==> config.mk <==
export PLATFORM = sky130hd
export DESIGN_NAME = intr_timer_ctrl
export DESIGN_NICKNAME = d
export VERILOG_FILES = /design/src/rtl/intr_timer_ctrl.sv
export SDC_FILE = /design/constraint.sdc
export NUM_CORES = 1
export LEC_CHECK = 0
export CAP_MARGIN = 20
export CELL_PAD_IN_SITES_DETAIL_PLACEMENT = 2
export CELL_PAD_IN_SITES_GLOBAL_PLACEMENT = 2
export CORE_UTILIZATION = 36
export CTS_CLUSTER_DIAMETER = 100
export CTS_CLUSTER_SIZE = 10
export DETAILED_ROUTE_END_ITERATION = 8
export PLACE_DENSITY = 0.86
export SLEW_MARGIN = 20
export SYNTH_ARGS = -nofsm -noshare
export SYNTH_HDL_FRONTEND = slang
export SYNTH_SLANG_ARGS = --single-unit
==> constraint.sdc <==
create_clock -name clk -period 2.95 [get_ports clk]
set_input_delay 0.295 -clock clk [delete_from_list [all_inputs] [get_ports clk]]
set_output_delay 0.295 -clock clk [all_outputs]
set_load 0.01 [all_outputs]
==> src/rtl/intr_timer_ctrl.sv <==
// Machine timer plus N_EXT external interrupt channels.
// Drives the 2-bit intr code and the winning channel id to CSR/FSU.
module intr_timer_ctrl #(
  parameter int N_EXT    = 4,
  parameter int TIMER_W  = 32,
  parameter int PRESCALE = 1
) (
  input  logic             clk,
  input  logic             reset,
  input  logic [N_EXT-1:0] ext_in,
  input  logic [2:0]       addr,
  input  logic [31:0]      wdata,
  input  logic             wr,
  input  logic             rd,
  output logic [31:0]      rdata,
  output logic [1:0]       intr,
  output logic [3:0]       ext_id,
  output logic             timer_intr
);

  localparam int PW = (PRESCALE > 1) ? $clog2(PRESCALE) : 1;
  localparam logic [PW-1:0] P_LAST = PW'(PRESCALE - 1);

  logic [PW-1:0]      presc;
  logic [TIMER_W-1:0] mtime;
  logic [TIMER_W-1:0] mtimecmp;
  logic [N_EXT:0]     enable;
  logic [N_EXT-1:0]   mode;
  logic [N_EXT-1:0]   edge_pend;
  logic [N_EXT-1:0]   s1, s2, s3;

  logic               tick;
  logic               wr_mtime, wr_cmp, wr_en;
  logic               wr_mode, wr_claim;
  logic [N_EXT-1:0]   clr;
  logic [N_EXT-1:0]   mode_chg;
  logic [N_EXT-1:0]   rise;
  logic [N_EXT-1:0]   pending;
  logic [N_EXT-1:0]   act;
  logic               ext_any;
  logic               unused;

  assign unused   = ^{wdata, rd};
  assign tick     = (presc == P_LAST);
  assign wr_mtime = wr && (addr == 3'd0);
  assign wr_cmp   = wr && (addr == 3'd1);
  assign wr_en    = wr && (addr == 3'd2);
  assign wr_mode  = wr && (addr == 3'd3);
  assign wr_claim = wr && (addr == 3'd5);

  always_ff @(posedge clk or negedge reset) begin
    if (!reset) begin
      presc    <= '0;
      mtime    <= '0;
      mtimecmp <= '1;
      enable   <= '0;
      mode     <= '0;
    end else begin
      presc <= tick ? '0 : presc + 1'b1;
      if (wr_mtime)
        mtime <= wdata[TIMER_W-1:0];
      else if (tick)
        mtime <= mtime + 1'b1;
      if (wr_cmp)
        mtimecmp <= wdata[TIMER_W-1:0];
      if (wr_en)
        enable <= wdata[N_EXT:0];
      if (wr_mode)
        mode <= wdata[N_EXT-1:0];
    end
  end

  always_ff @(posedge clk or negedge reset) begin
    if (!reset) begin
      s1 <= '0;
      s2 <= '0;
      s3 <= '0;
    end else begin
      s1 <= ext_in;
      s2 <= s1;
      s3 <= s2;
    end
  end

  always_comb begin
    clr = '0;
    for (int i = 0; i < N_EXT; i++)
      clr[i] = wr_claim && (wdata[3:0] == 4'(i));
  end

  assign mode_chg = wr_mode ? (wdata[N_EXT-1:0] ^ mode) : '0;
  assign rise     = s2 & ~s3;

  // A mode flip in either direction discards the stored edge; set beats claim.
  always_ff @(posedge clk or negedge reset) begin
    if (!reset)
      edge_pend <= '0;
    else
      edge_pend <= mode & ~mode_chg
                 & (rise | (edge_pend & ~clr));
  end

  assign pending = (mode & edge_pend) | (~mode & s2);
  assign act     = pending & enable[N_EXT-1:0];
  assign ext_any = |act;

  always_comb begin
    ext_id = 4'd0;
    for (int i = N_EXT - 1; i >= 0; i--)
      if (act[i])
        ext_id = 4'(i);
  end

  assign timer_intr = (mtime >= mtimecmp);

  always_comb begin
    intr = 2'b00;
    if (timer_intr && enable[N_EXT])
      intr = 2'b11;
    else if (ext_any)
      intr = 2'b10;
  end

  always_comb begin
    rdata = 32'd0;
    case (addr)
      3'd0: rdata = 32'(mtime);
      3'd1: rdata = 32'(mtimecmp);
      3'd2: rdata = 32'(enable);
      3'd3: rdata = 32'(mode);
      3'd4: rdata = 32'(pending);
      3'd5: rdata = ext_any ? 32'(ext_id) + 32'd1 : 32'd0;
      default: rdata = 32'd0;
    endcase
  end

endmodule
# == After elaboration in Yosys (flattened, before gate mapping) ==
# Cells that the tools add are included.
# word_totals
regBits,90
inputBits,43
output_inout_bits,39
# classes
n_addsub,3
magnitude_cmp,1
n_eq_ne,9
mux,12
bitwise_logic,14
reduce_logical,13
# ops
cell,n
case mux 32 bit (6 select lines),1
2-to-1 mux 32 bit,2
"adder 32 x 1 -> 32 bit, second input constant",1
greater-or-equal comparator 32 bit,1
AND 4 bit,7
2-to-1 mux 4 bit,4
inverter 4 bit,4
logical AND 1 bit,10
"== test 4 x 2 -> 1 bit, second input constant",2
bitwise OR 4 bit,2
"== test 3 x 2 -> 1 bit, second input constant",2
"== test 3 bit, second input constant",2
2-to-1 mux 2 bit,3
"adder 4 x 1 -> 5 bit, second input constant",1
2-to-1 mux 5 bit,1
"== test 4 x 1 -> 1 bit, second input constant",1
logical NOT 4 bit,1
OR reduction 4 bit,1
XOR 4 bit,1
"== test 3 x 1 -> 1 bit, second input constant",1
logical NOT 3 bit,1
"!= test 2 x 1 -> 1 bit, second input constant",1
"adder 1 bit, second input constant",1
2-to-1 mux 1 bit,1

# == Longest topological paths before layout ==
# logic_depth
word_depth,11
mapped_depth,7
mapped_depth_nobuf,7

# == Worst setup path before layout ==
# OpenSTA, ideal clock, no wires.
# synth_timing
path_type,reg2out
start,register mode[2]
end,output rdata[1]
t_arrival_ns,1.921
path_slack_ns,0.734
stages_incl_launch_ff,7
n_path_buf,0
path_cell_list,dfrtp_1 mux2_2 nand2_1 nand3_1 a21boi_0 ha_1 a221o_1
# synth_between
elab_chain_len,10
elab_cells_between_ends,12
# synth_lines
item,line,text
"start, declared",28,logic [N_EXT-1:0] mode;
"start signal, assigned",69,mode <= wdata[N_EXT-1:0];
inverter 4 bit,103,assign pending = (mode & edge_pend) | (~mode & s2);
AND 4 bit,103,
bitwise OR 4 bit (*),103,
AND 4 bit (*),104,assign act = pending & enable[N_EXT-1:0];
2-to-1 mux 4 bit (*) (3 in series),110,if (act[i])
named net ext_id[0],17,"output logic [3:0] ext_id,"
adder 4 x 1 -> 5 bit (*),132,3'd5: rdata = ext_any ? 32'(ext_id) + 32'd1 : 32'd0;
2-to-1 mux 5 bit (*),132,
case mux 32 bit (6 select lines) (*),126,case (addr)
"end, declared",15,"output logic [31:0] rdata,"
# Mark *: on every way through the listed nets, which the timed path passes. The rest lies on a longest branch.

# == Worst setup path after layout ==
# layout_timing
start,register mtimecmp[25]
end,output intr[1]
# layout_between
elab_chain_len,3
# layout_lines
item,line,text
"start, declared",26,logic [TIMER_W-1:0] mtimecmp;
"start signal, assigned",65,mtimecmp <= wdata[TIMER_W-1:0];
greater-or-equal comparator 32 bit,114,assign timer_intr = (mtime >= mtimecmp);
logical AND 1 bit,118,if (timer_intr && enable[N_EXT])
2-to-1 mux 2 bit,118,
"end, declared",16,"output logic [1:0] intr,"
# No other way between the ends.

==> impl_metrics.ini <==
[hold_path]
min_to = s2[1]
min_path_type = flip-flop to flip-flop
holdPathStages = 0
hp-start = s1[1]

[critical_path]
endpoint_kind = primary output
r2r-end = mtime[26]
start_kind = flip-flop
path_buf_inv = 2
crit_arrival_ns = 2.53
crit_fanout = 2
rr_startpoint = mtime[0]
cp_data_required_time_ns = 2.65
path_delay_family = compound AO/OA/AOI/OAI gates
slowest_stage = dfstp_2
path_class = flip-flop to primary output
rrSetupSlack_ns = 0.88
cp_cell_sequence = inv_1, ha_1, a21oi_1, o21ai_0, a221o_1, a22oi_2, nand3_1, clkbuf_2
cp_slowest_stage_delay_ns = 0.53
r2r.worst_path.cells = 8

[floorplan]
core-area_sq_mm = 0.0140
io_pins = 82
rows = 43
fp.dieW_um = 122
initial_core_util_pct = 37.1
die-area_sq_mm = 0.0149
die_h_um = 122

[detailed_routing]
drc_errors = 0
drtIter0Drc = 150
vias = 4605
routed_wl_mm = 17.8
routed_via_density = 5.62
antenna_left = 0
firstDrtPassIters = 4
wl_per_cell_um = 21.8

[synth]
ys_warn_count = 0
avgSynthCellArea_sq_um = 9.40
ys_types = 50
ys_ff_latch = 89
ys_seq_area_share_pct = 43.7
synthArstFlopShare_pct = 100
synth_edf_count = 0
syn_area_sq_mm = 0.00519
syn_inst = 552
synth_flop_cell = dfrtp_1

[grt]
track_usage_pct = 25.6
grt_pass1_wl_mm = 28.6
grt_max_degree = 48
overflow = 0
antenna_found_initial = 0
grt_pass1_vias = 5202

[cells_and_area]
antennaDiodeCount = 0
postLayoutCellArea_sq_mm = 0.00661
fin_util_pct = 47.3
syn_to_final_growth_pct = 27.4
drive_gt1_share_pct = 16.6
fin_nets = 711

[timing]
period_needed_ns = 2.83
slew_violations = 0
finalSetupViolations = 0
fin_skew_ns = 0.00425
rsz0062_at_grt = no
finalHoldViolCount = 0
fmax_mhz = 353
relSlewSlack_pct = 56.0
fin_crit_sh_pct = 95.9
worstMarginPinSlew_ns = 0.661

[clock_tree]
cts_setup_buffers = 0
cts_sinks = 89
clk-insertion-delay-late_ns = 0.36
cts-root-buf = clkbuf_16
cts-htree-levels = 3
cts_tree = built
numCtsBuffers = 9
clkTransAtPathRegs_ns = 0.06
cts_buffer_depth = 2

[power_and_ir_drop]
p_sw_mw = 1.62
power_per_cell_area_mw_per_mm2 = 680
p_comb_share_pct = 33.9
switching_share_pct = 36.0
p_seq_share_pct = 41.4
power.clock.fraction_pct = 24.7
power.internal_mw = 2.88
p_leak_nw = 2.74
irDropWorstVdd_uv = 307

[flow_run]
max_cap_viol_count = 0

[place]
post_dp_cell_area_sq_mm = 0.00626
io_buffer_count = 78
dpl.hpwl_mm = 12.6
gp_congestion = 0.838

[outcome]
status = completed
## power by group through the flow
stage,combinational [mW],clock (mW),sequential [mW]
floorplan,0.833,0,1.78
global placement,1.31,0,1.83
detailed placement,1.44,0,1.87
CTS,1.48,1.14,1.86
global route,1.67,1.19,1.90
finish,1.52,1.11,1.86
## flip-flops by register name, summed over array words and instances, names as in the netlist
signal	cells
edge_pend	4
s3	4
s1	4
s2	4
mode	4
enable	5
mtime	32
mtimecmp	32
## Yosys cell counts, types with 5 or more instances
cell / instances / area, sq um
clkbuf_1: 19 / 71.3
nor2_1: 14 / 52.6
a22o_1: 29 / 254
and4_1: 5 / 43.8
nand2_1: 85 / 319
and3_1: 9 / 56.3
dfstp_2: 32 / 841
a22oi_1: 5 / 37.5
mux2_2: 14 / 158
nand4_1: 14 / 87.6
inv_1: 36 / 135
and2_1: 5 / 31.3
buf_4: 5 / 37.5
nand3_1: 17 / 85.1
o21ai_1: 18 / 90.1
dfrtp_1: 57 / 1430
xor2_1: 22 / 193
o21ai_0: 57 / 285
a21oi_1: 16 / 80.1
ha_1: 34 / 425
xnor2_1: 7 / 61.3
## worst register-to-register path, delay by kind of cell (launching register included)
| kind | cells | cell delay (ns) |
|---|---|---|
| buffers and inverters | 2 | 0.37 |
| AND/OR/NAND/NOR | 4 | 0.86 |
| adder cells (fa/ha/maj) | 1 | 0.24 |
| AO/OA/AOI/OAI | 1 | 0.16 |
| flip-flops | 1 | 0.35 |
## what timing repair did
action                                  4_1_cts  5_1_grt
endpoints found under the setup margin        4        6
gates resized for setup                      10       18
hold endpoints to repair                     23        0
hold buffers                                  1        0
pin swaps                                     2        5
## kinds of logic (layout without fill, tap and decap cells)
kind of cell,after synthesis,count (layout),share of synthesized area [%]
AO/OA/AOI/OAI,142,142,17.0
XOR/XNOR,29,29,4.89
adder cells (fa/ha/maj),34,34,8.19
buffers and inverters,66,152,5.35
flip-flops,89,89,43.7
multiplexers,18,18,4.29
other,1,2,0.0722
AND/OR/NAND/NOR,173,173,16.5
## placed cells by master, fill, tap and decap left out, types with 5 or more instances in the layout
cell type	n
ha_1	32
nand2_1	85
mux2_2	14
buf_4	20
and4_1	5
dfstp_2	32
a21oi_1	15
dfrtp_1	57
clkbuf_16	9
o21ai_1	19
nand4_1	14
inv_1	36
and3_1	8
xnor2_1	7
a22o_1	29
nand3_1	17
clkdlybuf4s50_1	72
xor2_1	22
clkbuf_1	5
o21ai_0	56
nor2_1	14
## worst max path at each step
stage | cells after the start | to | startpoint | slack, ns
2_1_floorplan | 6 | rdata[1] | mode[2] | 0.73
3_3_place_gp | 7 | intr[1] | mtimecmp[0] | 0.08
3_5_place_dp | 9 | intr[1] | mtimecmp[30] | -0.02
4_1_cts | 7 | intr[1] | mtimecmp[0] | -0.02
5_1_grt | 9 | intr[1] | mtimecmp[30] | 0.02
6_report | 8 | intr[1] | mtimecmp[25] | 0.12
## stage by stage
| step | cells | setup TNS (ns) | hold WS, ns | total power, mW | worst slack (ns) |
|---|---|---|---|---|---|
| 2_1_floorplan | 553 | 0 | -0.000591 | 2.61 | 0.734 |
| 3_3_place_gp | 802 | 0 | 0.339 | 3.14 | 0.0805 |
| 3_5_place_dp | 802 | -0.0195 | 0.340 | 3.31 | -0.0195 |
| 4_1_cts | 819 | -0.0176 | 0.361 | 4.47 | -0.0176 |
| 5_1_grt | 819 | 0 | 0.363 | 4.76 | 0.0197 |
| 6_report | 819 | 0 | 0.358 | 4.50 | 0.120 |
## layout make-up
type / count / area (sq um)
Clock buffer: 16 / 272
Fill cell: 1481 / 7370
Inverter: 36 / 135
Multi-Input combinational cell: 398 / 2750
Sequential cell: 89 / 2270
Tap cell: 180 / 225
Timing Repair Buffer: 100 / 961
## metal layers
| metal | global-route usage (%) | vias to the layer above | wire length (um) |
|---|---|---|---|
| li1 | - | 2109 | - |
| met1 | 30.5 | 2387 | 7530 |
| met2 | 46.0 | 82 | 9480 |
| met3 | 5.76 | 27 | 483 |
| met4 | 6.94 | 0 | 326 |
| met5 | 0 | - | 0 |
Note: power is estimated with default switching activity, not from simulation.
